**src/rtl/uut_bench_sequencer_if.sv**
```systemverilog
// Stimulus and report channel between the SD-card loader and the bench sequencer.
interface uut_bench_sequencer_if #(
  parameter int IN_W  = 128,
  parameter int OUT_W = 128,
  parameter int CNT_W = 32
);
  logic [IN_W-1:0]  in_data_i;
  logic             in_valid_i;
  logic             in_ready_o;
  logic [OUT_W-1:0] res_data_o;
  logic [CNT_W-1:0] cyc_last_o;
  logic [CNT_W-1:0] cyc_min_o;
  logic [CNT_W-1:0] cyc_max_o;
  logic             timeout_o;
  logic             mismatch_o;
  logic             res_valid_o;
  logic             res_ready_i;

  modport master (
    output in_data_i, in_valid_i, res_ready_i,
    input  in_ready_o, res_data_o, cyc_last_o, cyc_min_o, cyc_max_o,
           timeout_o, mismatch_o, res_valid_o
  );

  modport slave (
    input  in_data_i, in_valid_i, res_ready_i,
    output in_ready_o, res_data_o, cyc_last_o, cyc_min_o, cyc_max_o,
           timeout_o, mismatch_o, res_valid_o
  );
endinterface

```
**src/rtl/uut_bench_sequencer.sv**
```systemverilog
// On-FPGA test sequencer: latches one stimulus, runs the UUT RUNS times with a
// reset pulse before each run, and reports output plus cycle statistics.
module uut_bench_sequencer #(
  parameter int IN_W       = 128,
  parameter int OUT_W      = 128,
  parameter int CNT_W      = 32,
  parameter int RST_CYCLES = 4,
  parameter int TIMEOUT    = 1048576,
  parameter int RUNS       = 4
) (
  input  logic                 clk,
  input  logic                 rst,
  uut_bench_sequencer_if.slave bus,
  output logic [IN_W-1:0]      uut_data_o,
  output logic                 uut_rst_o,
  output logic                 uut_clk_en_o,
  input  logic                 uut_end_i,
  input  logic [OUT_W-1:0]     uut_out_i,
  output logic                 busy_o,
  input  logic [1:0]           sw_debug_i,
  output logic [31:0]          debug_o
);

  localparam int RCW = (RST_CYCLES > 1) ? $clog2(RST_CYCLES) : 1;

  typedef enum logic [2:0] {
    S_IDLE   = 3'd0,
    S_RST    = 3'd1,
    S_RUN    = 3'd2,
    S_CAP    = 3'd3,
    S_REPORT = 3'd4
  } state_t;

  state_t           state_q, state_d;
  logic [RCW-1:0]   rcnt_q, rcnt_d;
  logic [CNT_W-1:0] cnt_q, cnt_d;
  logic [CNT_W-1:0] cyc_q, cyc_d;
  logic [11:0]      run_idx_q, run_idx_d;
  logic [IN_W-1:0]  data_q, data_d;
  logic [OUT_W-1:0] res_q, res_d;
  logic [OUT_W-1:0] ref_q, ref_d;
  logic [CNT_W-1:0] last_q, last_d;
  logic [CNT_W-1:0] min_q, min_d;
  logic [CNT_W-1:0] max_q, max_d;
  logic             tmo_q, tmo_d;
  logic             mis_q, mis_d;

  // State and datapath registers; reset aborts any run and holds the UUT in reset.
  always_ff @(posedge clk or posedge rst) begin
    if (rst) begin
      state_q   <= S_IDLE;
      rcnt_q    <= '0;
      cnt_q     <= '0;
      cyc_q     <= '0;
      run_idx_q <= '0;
      data_q    <= '0;
      res_q     <= '0;
      ref_q     <= '0;
      last_q    <= '0;
      min_q     <= '0;
      max_q     <= '0;
      tmo_q     <= 1'b0;
      mis_q     <= 1'b0;
    end else begin
      state_q   <= state_d;
      rcnt_q    <= rcnt_d;
      cnt_q     <= cnt_d;
      cyc_q     <= cyc_d;
      run_idx_q <= run_idx_d;
      data_q    <= data_d;
      res_q     <= res_d;
      ref_q     <= ref_d;
      last_q    <= last_d;
      min_q     <= min_d;
      max_q     <= max_d;
      tmo_q     <= tmo_d;
      mis_q     <= mis_d;
    end
  end

  // Next-state and statistics update.
  always_comb begin
    state_d   = state_q;
    rcnt_d    = rcnt_q;
    cnt_d     = cnt_q;
    cyc_d     = cyc_q;
    run_idx_d = run_idx_q;
    data_d    = data_q;
    res_d     = res_q;
    ref_d     = ref_q;
    last_d    = last_q;
    min_d     = min_q;
    max_d     = max_q;
    tmo_d     = tmo_q;
    mis_d     = mis_q;
    case (state_q)
      S_IDLE: begin
        if (bus.in_valid_i) begin
          data_d    = bus.in_data_i;
          res_d     = '0;
          last_d    = '0;
          min_d     = '0;
          max_d     = '0;
          tmo_d     = 1'b0;
          mis_d     = 1'b0;
          run_idx_d = '0;
          rcnt_d    = '0;
          state_d   = S_RST;
        end
      end
      S_RST: begin
        if (rcnt_q == RCW'(RST_CYCLES - 1)) begin
          cnt_d   = CNT_W'(1);
          state_d = S_RUN;
        end else begin
          rcnt_d = rcnt_q + RCW'(1);
        end
      end
      S_RUN: begin
        // End has priority over the timeout on the same cycle.
        if (uut_end_i) begin
          cyc_d   = cnt_q;
          state_d = S_CAP;
        end else if (cnt_q == CNT_W'(TIMEOUT)) begin
          cyc_d   = CNT_W'(TIMEOUT);
          tmo_d   = 1'b1;
          state_d = S_CAP;
        end else begin
          cnt_d = cnt_q + CNT_W'(1);
        end
      end
      S_CAP: begin
        res_d  = uut_out_i;
        last_d = cyc_q;
        if (run_idx_q == '0) begin
          min_d = cyc_q;
          max_d = cyc_q;
          ref_d = uut_out_i;
        end else begin
          if (cyc_q < min_q) min_d = cyc_q;
          if (cyc_q > max_q) max_d = cyc_q;
          if (uut_out_i != ref_q) mis_d = 1'b1;
        end
        if (tmo_q || run_idx_q == 12'(RUNS - 1)) begin
          state_d = S_REPORT;
        end else begin
          run_idx_d = run_idx_q + 12'd1;
          rcnt_d    = '0;
          state_d   = S_RST;
        end
      end
      S_REPORT: begin
        if (bus.res_ready_i) state_d = S_IDLE;
      end
      default: state_d = S_IDLE;
    endcase
  end

  assign bus.in_ready_o  = (state_q == S_IDLE) && !rst;
  assign bus.res_valid_o = (state_q == S_REPORT);
  assign bus.res_data_o  = res_q;
  assign bus.cyc_last_o  = last_q;
  assign bus.cyc_min_o   = min_q;
  assign bus.cyc_max_o   = max_q;
  assign bus.timeout_o   = tmo_q;
  assign bus.mismatch_o  = mis_q;
  assign uut_data_o      = data_q;
  assign uut_rst_o       = (state_q == S_IDLE) || (state_q == S_RST);
  assign uut_clk_en_o    = (state_q == S_RST) || (state_q == S_RUN);
  assign busy_o          = (state_q != S_IDLE);

  // Seven-segment debug word selection.
  always_comb begin
    debug_o = '0;
    case (sw_debug_i)
      2'd0: debug_o = res_q[31:0];
      2'd1: debug_o = 32'(last_q);
      2'd2: debug_o = 32'(max_q);
      default: debug_o = {1'b0, state_q, run_idx_q, 13'b0, mis_q, tmo_q, bus.res_valid_o};
    endcase
  end

endmodule

```
**src/flat_wrapper.sv**
```systemverilog
// flat-port wrapper written by rule: the top's interface ports become plain ports
module uut_bench_sequencer_flat 
#(
  parameter int IN_W       = 128,
  parameter int OUT_W      = 128,
  parameter int CNT_W      = 32,
  parameter int RST_CYCLES = 4,
  parameter int TIMEOUT    = 1048576,
  parameter int RUNS       = 4
)
  (clk, rst, uut_data_o, uut_rst_o, uut_clk_en_o, uut_end_i, uut_out_i, busy_o, sw_debug_i, debug_o, bus_in_data_i, bus_in_valid_i, bus_res_ready_i, bus_in_ready_o, bus_res_data_o, bus_cyc_last_o, bus_cyc_min_o, bus_cyc_max_o, bus_timeout_o, bus_mismatch_o, bus_res_valid_o);
  uut_bench_sequencer_if #(.IN_W(IN_W), .OUT_W(OUT_W), .CNT_W(CNT_W)) bus_i ();
  input  logic clk;
  input  logic rst;
  output logic [IN_W-1:0] uut_data_o;
  output logic uut_rst_o;
  output logic uut_clk_en_o;
  input  logic uut_end_i;
  input  logic [OUT_W-1:0] uut_out_i;
  output logic busy_o;
  input  logic [1:0] sw_debug_i;
  output logic [31:0] debug_o;
  input wire logic [$bits(bus_i.in_data_i)-1:0] bus_in_data_i;
  input wire logic [$bits(bus_i.in_valid_i)-1:0] bus_in_valid_i;
  input wire logic [$bits(bus_i.res_ready_i)-1:0] bus_res_ready_i;
  output wire logic [$bits(bus_i.in_ready_o)-1:0] bus_in_ready_o;
  output wire logic [$bits(bus_i.res_data_o)-1:0] bus_res_data_o;
  output wire logic [$bits(bus_i.cyc_last_o)-1:0] bus_cyc_last_o;
  output wire logic [$bits(bus_i.cyc_min_o)-1:0] bus_cyc_min_o;
  output wire logic [$bits(bus_i.cyc_max_o)-1:0] bus_cyc_max_o;
  output wire logic [$bits(bus_i.timeout_o)-1:0] bus_timeout_o;
  output wire logic [$bits(bus_i.mismatch_o)-1:0] bus_mismatch_o;
  output wire logic [$bits(bus_i.res_valid_o)-1:0] bus_res_valid_o;
  assign bus_i.in_data_i = bus_in_data_i;
  assign bus_i.in_valid_i = bus_in_valid_i;
  assign bus_i.res_ready_i = bus_res_ready_i;
  assign bus_in_ready_o = bus_i.in_ready_o;
  assign bus_res_data_o = bus_i.res_data_o;
  assign bus_cyc_last_o = bus_i.cyc_last_o;
  assign bus_cyc_min_o = bus_i.cyc_min_o;
  assign bus_cyc_max_o = bus_i.cyc_max_o;
  assign bus_timeout_o = bus_i.timeout_o;
  assign bus_mismatch_o = bus_i.mismatch_o;
  assign bus_res_valid_o = bus_i.res_valid_o;
  uut_bench_sequencer #(.IN_W(IN_W), .OUT_W(OUT_W), .CNT_W(CNT_W), .RST_CYCLES(RST_CYCLES), .TIMEOUT(TIMEOUT), .RUNS(RUNS)) u_core (.clk(clk), .rst(rst), .bus(bus_i), .uut_data_o(uut_data_o), .uut_rst_o(uut_rst_o), .uut_clk_en_o(uut_clk_en_o), .uut_end_i(uut_end_i), .uut_out_i(uut_out_i), .busy_o(busy_o), .sw_debug_i(sw_debug_i), .debug_o(debug_o));
endmodule
```
**config.mk**
```make
export PLATFORM = sky130hd
export DESIGN_NAME = uut_bench_sequencer_flat
export DESIGN_NICKNAME = d
export VERILOG_FILES = /design/src/rtl/uut_bench_sequencer_if.sv /design/src/rtl/uut_bench_sequencer.sv /design/src/flat_wrapper.sv
export SDC_FILE = /design/constraint.sdc
export NUM_CORES = 1
export LEC_CHECK = 0
export CAP_MARGIN = 10
export CELL_PAD_IN_SITES_DETAIL_PLACEMENT = 1
export CELL_PAD_IN_SITES_GLOBAL_PLACEMENT = 1
export CORE_MARGIN = 3
export CORE_UTILIZATION = 41
export CTS_CLUSTER_SIZE = 8
export DETAILED_ROUTE_END_ITERATION = 16
export GPL_ROUTABILITY_DRIVEN = 0
export GPL_TIMING_DRIVEN = 0
export PLACE_DENSITY_LB_ADDON = 0.1
export SLEW_MARGIN = 20
export SYNTH_ARGS = -nofsm -noshare
export SYNTH_HDL_FRONTEND = slang
export SYNTH_SLANG_ARGS = --single-unit
```
**constraint.sdc**
```tcl
create_clock -name clk -period 55.4 [get_ports clk]
set_input_delay 11.08 -clock clk [delete_from_list [all_inputs] [get_ports clk]]
set_output_delay 11.08 -clock clk [all_outputs]
set_load 0.02 [all_outputs]
```
Yosys cells after proc, flatten, opt, wreduce, memory -nomap -nowiden
Index checks and enable logic that the tools add are counted.
{"block": "word_totals", "reg_bits": 563, "word_cells": 105}
{"block": "op_classes", "n_addsub": 3, "magnitude_cmp": 2, "eq_ne": 23, "muxes": 38, "reduce_logical": 26}
{"op": "$mux W32", "count": 10}
{"op": "$pmux W128 S2", "count": 1}
{"op": "$pmux W32 S2", "count": 4}
{"op": "$mux W128", "count": 1}
{"op": "$ne A128 B128 Y1", "count": 1}
{"op": "$pmux W32 S3", "count": 1}
{"op": "$add A32 B1 Y32 const B", "count": 1}
{"op": "$eq A32 B21 Y1 const B", "count": 1}
{"op": "$gt A32 B32 Y1", "count": 1}
{"op": "$lt A32 B32 Y1", "count": 1}
{"op": "$mux W12", "count": 2}
{"op": "$pmux W12 S2", "count": 1}
{"op": "$reduce_and A4 Y1", "count": 5}
{"op": "$mux W3", "count": 6}
{"op": "$pmux W3 S5", "count": 1}
{"op": "$ne A2 B2 Y1 const B", "count": 7}
{"op": "$add A12 B1 Y12 const B", "count": 1}
{"op": "$eq A12 B2 Y1 const B", "count": 1}
{"op": "$logic_not A12 Y1", "count": 1}
{"op": "$reduce_and A3 Y1", "count": 3}
{"op": "$reduce_and A2 Y1", "count": 4}
{"op": "$reduce_bool A2 Y1", "count": 4}
{"op": "$eq A3 B2 Y1 const B", "count": 2}
{"op": "$mux W2", "count": 3}
{"op": "17 further kinds", "count": 29}

Depth between registers and ports, before layout
{"block": "logic_depth", "word_depth": 4, "depth_mapped": 11, "depth_no_buf": 9}

Least setup slack after synthesis
Ideal clock, no wire load.
{"block": "synth_path", "path_kind": "in2out", "start": "in sw_debug_i[0]", "end": "out debug_o[10]", "t_arrival_ns": 12.538, "setup_slack_ns": 31.782, "cell_stages": 5, "path_buffers": 3, "cell_sequence": "clkbuf_1 -> buf_2 -> buf_2 -> mux2i_1 -> o21ai_0"}
{"block": "synth_between", "elab_chain_cells": 2}
{"item": "from (decl)", "line_no": "flat_wrapper.sv:21", "text": "input logic [1:0] sw_debug_i;"}
{"item": "$eq A2 B2 Y1 (tied with other cells)", "line_no": "uut_bench_sequencer.sv:175", "text": "case (sw_debug_i)"}
{"item": "$pmux W32 S3 (*)", "line_no": "uut_bench_sequencer.sv:175"}
{"item": "to (decl)", "line_no": "flat_wrapper.sv:22", "text": "output logic [31:0] debug_o;"}
Every way passes the cells marked *; elsewhere a longest branch is shown, timed or not.

Worst setup path after layout
{"block": "layout_path", "start": "in sw_debug_i[0]", "end": "out debug_o[17]"}
Same word-level chain as after synthesis.

==> impl_metrics.yaml <==
global_route:
  grt_use_met1_pct: 39.2
  grt_pass1_vias: 23480
  antenna_found_initial: 19
  grt-busiest-layer: "met2"
  overflow: 0
  grt_use_total_pct: 32.8
  grt_pass1_wl_mm: 156
  gr-usage-met3_pct: 11.6
  grtUsageMet2_pct: 54.0
  grt_max_degree: 102
setup_path:
  crit_type: "in -> out"
  required_ns: 44.32
  timing.rr.end: "u_core.bus.res_data_o[79]$_DFFE_PP0P_"
  crit_chain: "clkbuf_1, buf_1, mux4_2, clkdlybuf4s50_1"
  r2r_slack_ns: 51.95
  end_kind: "output port"
  slowest_delay_ns: 0.79
  critPathTopFamily: "buffers and inverters"
  cp_max_fo: 10
  r2r.worst_path.cells: 9
  worstPathBufferInverterCount: 3
  worst_path_max_delay_cell: "buf_1"
  cp.arrival_ns: 13.61
  r2r-start: "u_core.state_q[2]$_DFFE_PP0P_"
  cp-start-kind: "input port"
hold_path:
  hold_path_class: "reg -> reg"
  min_to: "u_core.uut_data_o[24]$_DFFE_PP0P_"
  worstHoldStart: "u_core.uut_data_o[24]$_DFFE_PP0P_"
  hold_depth: 2
synth:
  yosysUniqueCellTypes: 68
  yosysTopAreaCell: "dfrtp_1"
  syn_inst: 2313
  synth_edf_count: 0
  ys_ff_latch: 563
  synth_ff_type: "dfrtp_1"
  ys_async_sr_fraction_pct: 100
  synth.cell_area_um2: 25400
  avgSynthCellArea_um2: 11.0
  ys_seq_area_share_pct: 55.4
  postSynthNetCount: 2644
  synth_warnings: 0
  netlist.area_leader.share_pct: 55.4
  synthTopCellsByArea: "dfrtp_1 55%, nand2_1 8.0%, a22o_1 5.3%, mux2_2 4.9%, ha_1 3.3%"
timing:
  setup_violations: 0
  hold_viol: 0
  slew_violations: 0
  hold_ws_ns: 0.472
  max_freq_mhz: 40.5
  tightest_slew_ns: 1.09
  finClkSkew_ns: 0.0212
  layout_setup_ws_ns: 30.71
  period_share_pct: 44.6
  rsz0062_at_grt: "false"
  relSlewSlack_pct: 27.4
  tns_ns: 0
  period_minus_slack_ns: 24.69
power:
  p_leak_nw: 15.9
  p_per_area_nw_per_um2: 57.0
  peakVddDrop_mv: 0.0270
cts:
  tritoncts: "done"
  post_cts_resized: 0
  cts_setup_buffers: 0
  clk_pin_slew_ns: 0.05
  cts_made_buffers: 80
  ctsHtreeMaxLevel: 3
  worst_skew_pair.late_latency_ns: 0.63
  cts_sinks: 563
  cts.path.max_buffers: 3
  postCtsHoldBufs: 0
  root_buffer: "clkbuf_16"
floorplan:
  initial_utilization_pct: 41.8
  ios: 654
  core_region_area_um2: 60800
  fp.dieH_um: 255
  rows: 90
  dieArea_um2: 65100
  die-width_um: 255
layout:
  layout_common_cells: "652 x clkdlybuf4s50_1, 563 x dfrtp_1, 542 x nand2_1, 154 x a22o_1, 111 x mux2_2"
  layout.nets: 3384
  final_core_util_pct: 58.1
  drive_above_1_share_pct: 9.05
  n_fill_cell: 6424
  layout_commonest_cell: "clkdlybuf4s50_1"
  area_delta_synth_final_pct: 38.9
  fin_cells: 3855
placed_design:
  io_buffers: 652
  placedCellCount: 3753
  dp_hpwl_mm: 83.8
  place_ws_ns: 30.71
status:
  status: "finished clean"
routing:
  antenna_left: 0
  dr.pass1.iters: 5
  first_iter_violations: 1445
  avgRoutedWirePerCell_um: 28.2
  routed_wl_mm: 109
  routed_via_density: 5.64
  drc: 0
  via_count: 21756
run:
  maxCapViolCount: 0
==> logic make-up (layout without fill, tap and decap cells) <==
logic type | count (synthesis) | after routing | synth area share, %
xor gates and xnor gates | 154 | 154 | 5.30
other | 0 | 12 | 0
and+or+nand+nor | 811 | 811 | 14.2
AOI/OAI and AO/OA | 312 | 312 | 9.40
muxes | 186 | 186 | 8.80
adders and majority gates | 68 | 68 | 3.35
DFF | 563 | 563 | 55.4
buffers and inverters | 219 | 967 | 3.60
==> worst register-to-register path: stages (launching register included) <==
cell and delay (ns):
dfrtp_1 0.31, buf_2 0.25, nor2_2 0.17, and2_1 0.19
buf_2 0.19, nor2_2 0.74, clkbuf_1 0.58, clkbuf_1 0.67
nand2_1 0.15, o21ai_0 0.12
==> worst max-delay path by stage <==
| stage | cells past startpoint | startpoint | end | slack (ns) |
|---|---|---|---|---|
| finish | 4 | sw_debug_i[0] | debug_o[17] | 30.71 |
| global route | 4 | sw_debug_i[0] | debug_o[17] | 30.55 |
| floorplan | 1 | rst | u_core.bus.cyc_last_o[0]$_DFFE_PP0P_ | 28.57 |
| global placement | 2 | rst | u_core.bus.res_data_o[121]$_DFFE_PP0P_ | 21.77 |
| detailed placement | 4 | sw_debug_i[0] | debug_o[17] | 30.71 |
| CTS | 4 | sw_debug_i[0] | debug_o[17] | 30.69 |
==> stage by stage <==
step | total power [mW] | instance area [um^2]
after detailed placement | 1.55 | 33100
after CTS | 2.02 | 35300
after floorplan | 1.12 | 25400
after global routing | 2.11 | 35300
final | 2.01 | 35300
after global placement | 1.52 | 32900
==> routing by layer <==
| metal | share of wire, % | vias to the layer above |
|---|---|---|
| li1 | - | 9482 |
| met1 | 38 | 11181 |
| met2 | 48 | 855 |
| met3 | 9.2 | 226 |
| met4 | 4.6 | 12 |
| met5 | 0.064 | - |
==> where the power goes <==
group	total, mW	switching (mW)	internal, mW	leakage (nW)
Combinational	0.866	0.487	0.379	7.44
Clock	0.449	0.183	0.267	1.07
Sequential	0.696	0.130	0.566	7.39
==> layout make-up <==
type,count,area (um^2),area share [%]
Antenna cell,12,30.0,0.0850
Buffer,130,582,1.65
Clock buffer,86,2110,5.97
Clock inverter,4,72.6,0.205
Inverter,89,342,0.967
Multi-Input combinational cell,1531,10400,29.5
Sequential cell,563,14100,39.9
Tap cell,782,978,2.77
Timing Repair Buffer,658,6690,18.9
==> Yosys cell counts (11+ instances only) <==
cell      instances
mux2_2          111
dfrtp_1         563
or4_1            32
nand4_1          42
nand2_1         542
nand3_1          55
xnor2_1          69
nor4_1           31
buf_1            11
o211ai_1         33
mux4_2           18
o21ai_0          46
xor2_1           85
mux2i_1          47
nor2_1           55
and3_1           11
a21oi_1          34
inv_1            89
buf_2            24
ha_1             68
clkbuf_1         84
a22o_1          154
==> registers in the layout (all words and copies together) (netlist names) <==
| name | cells |
|---|---|
| u_core.rcnt_q | 2 |
| u_core.cnt_q | 32 |
| u_core.run_idx_q | 12 |
| u_core.bus.cyc_last_o | 32 |
| u_core.uut_data_o | 128 |
| u_core.bus.timeout_o | 1 |
| u_core.cyc_q | 32 |
| u_core.ref_q | 128 |
| u_core.bus.mismatch_o | 1 |
| u_core.bus.cyc_max_o | 32 |
| u_core.bus.res_data_o | 128 |
| u_core.bus.cyc_min_o | 32 |
| u_core.state_q | 3 |
(Power assumes the default switching activity.)
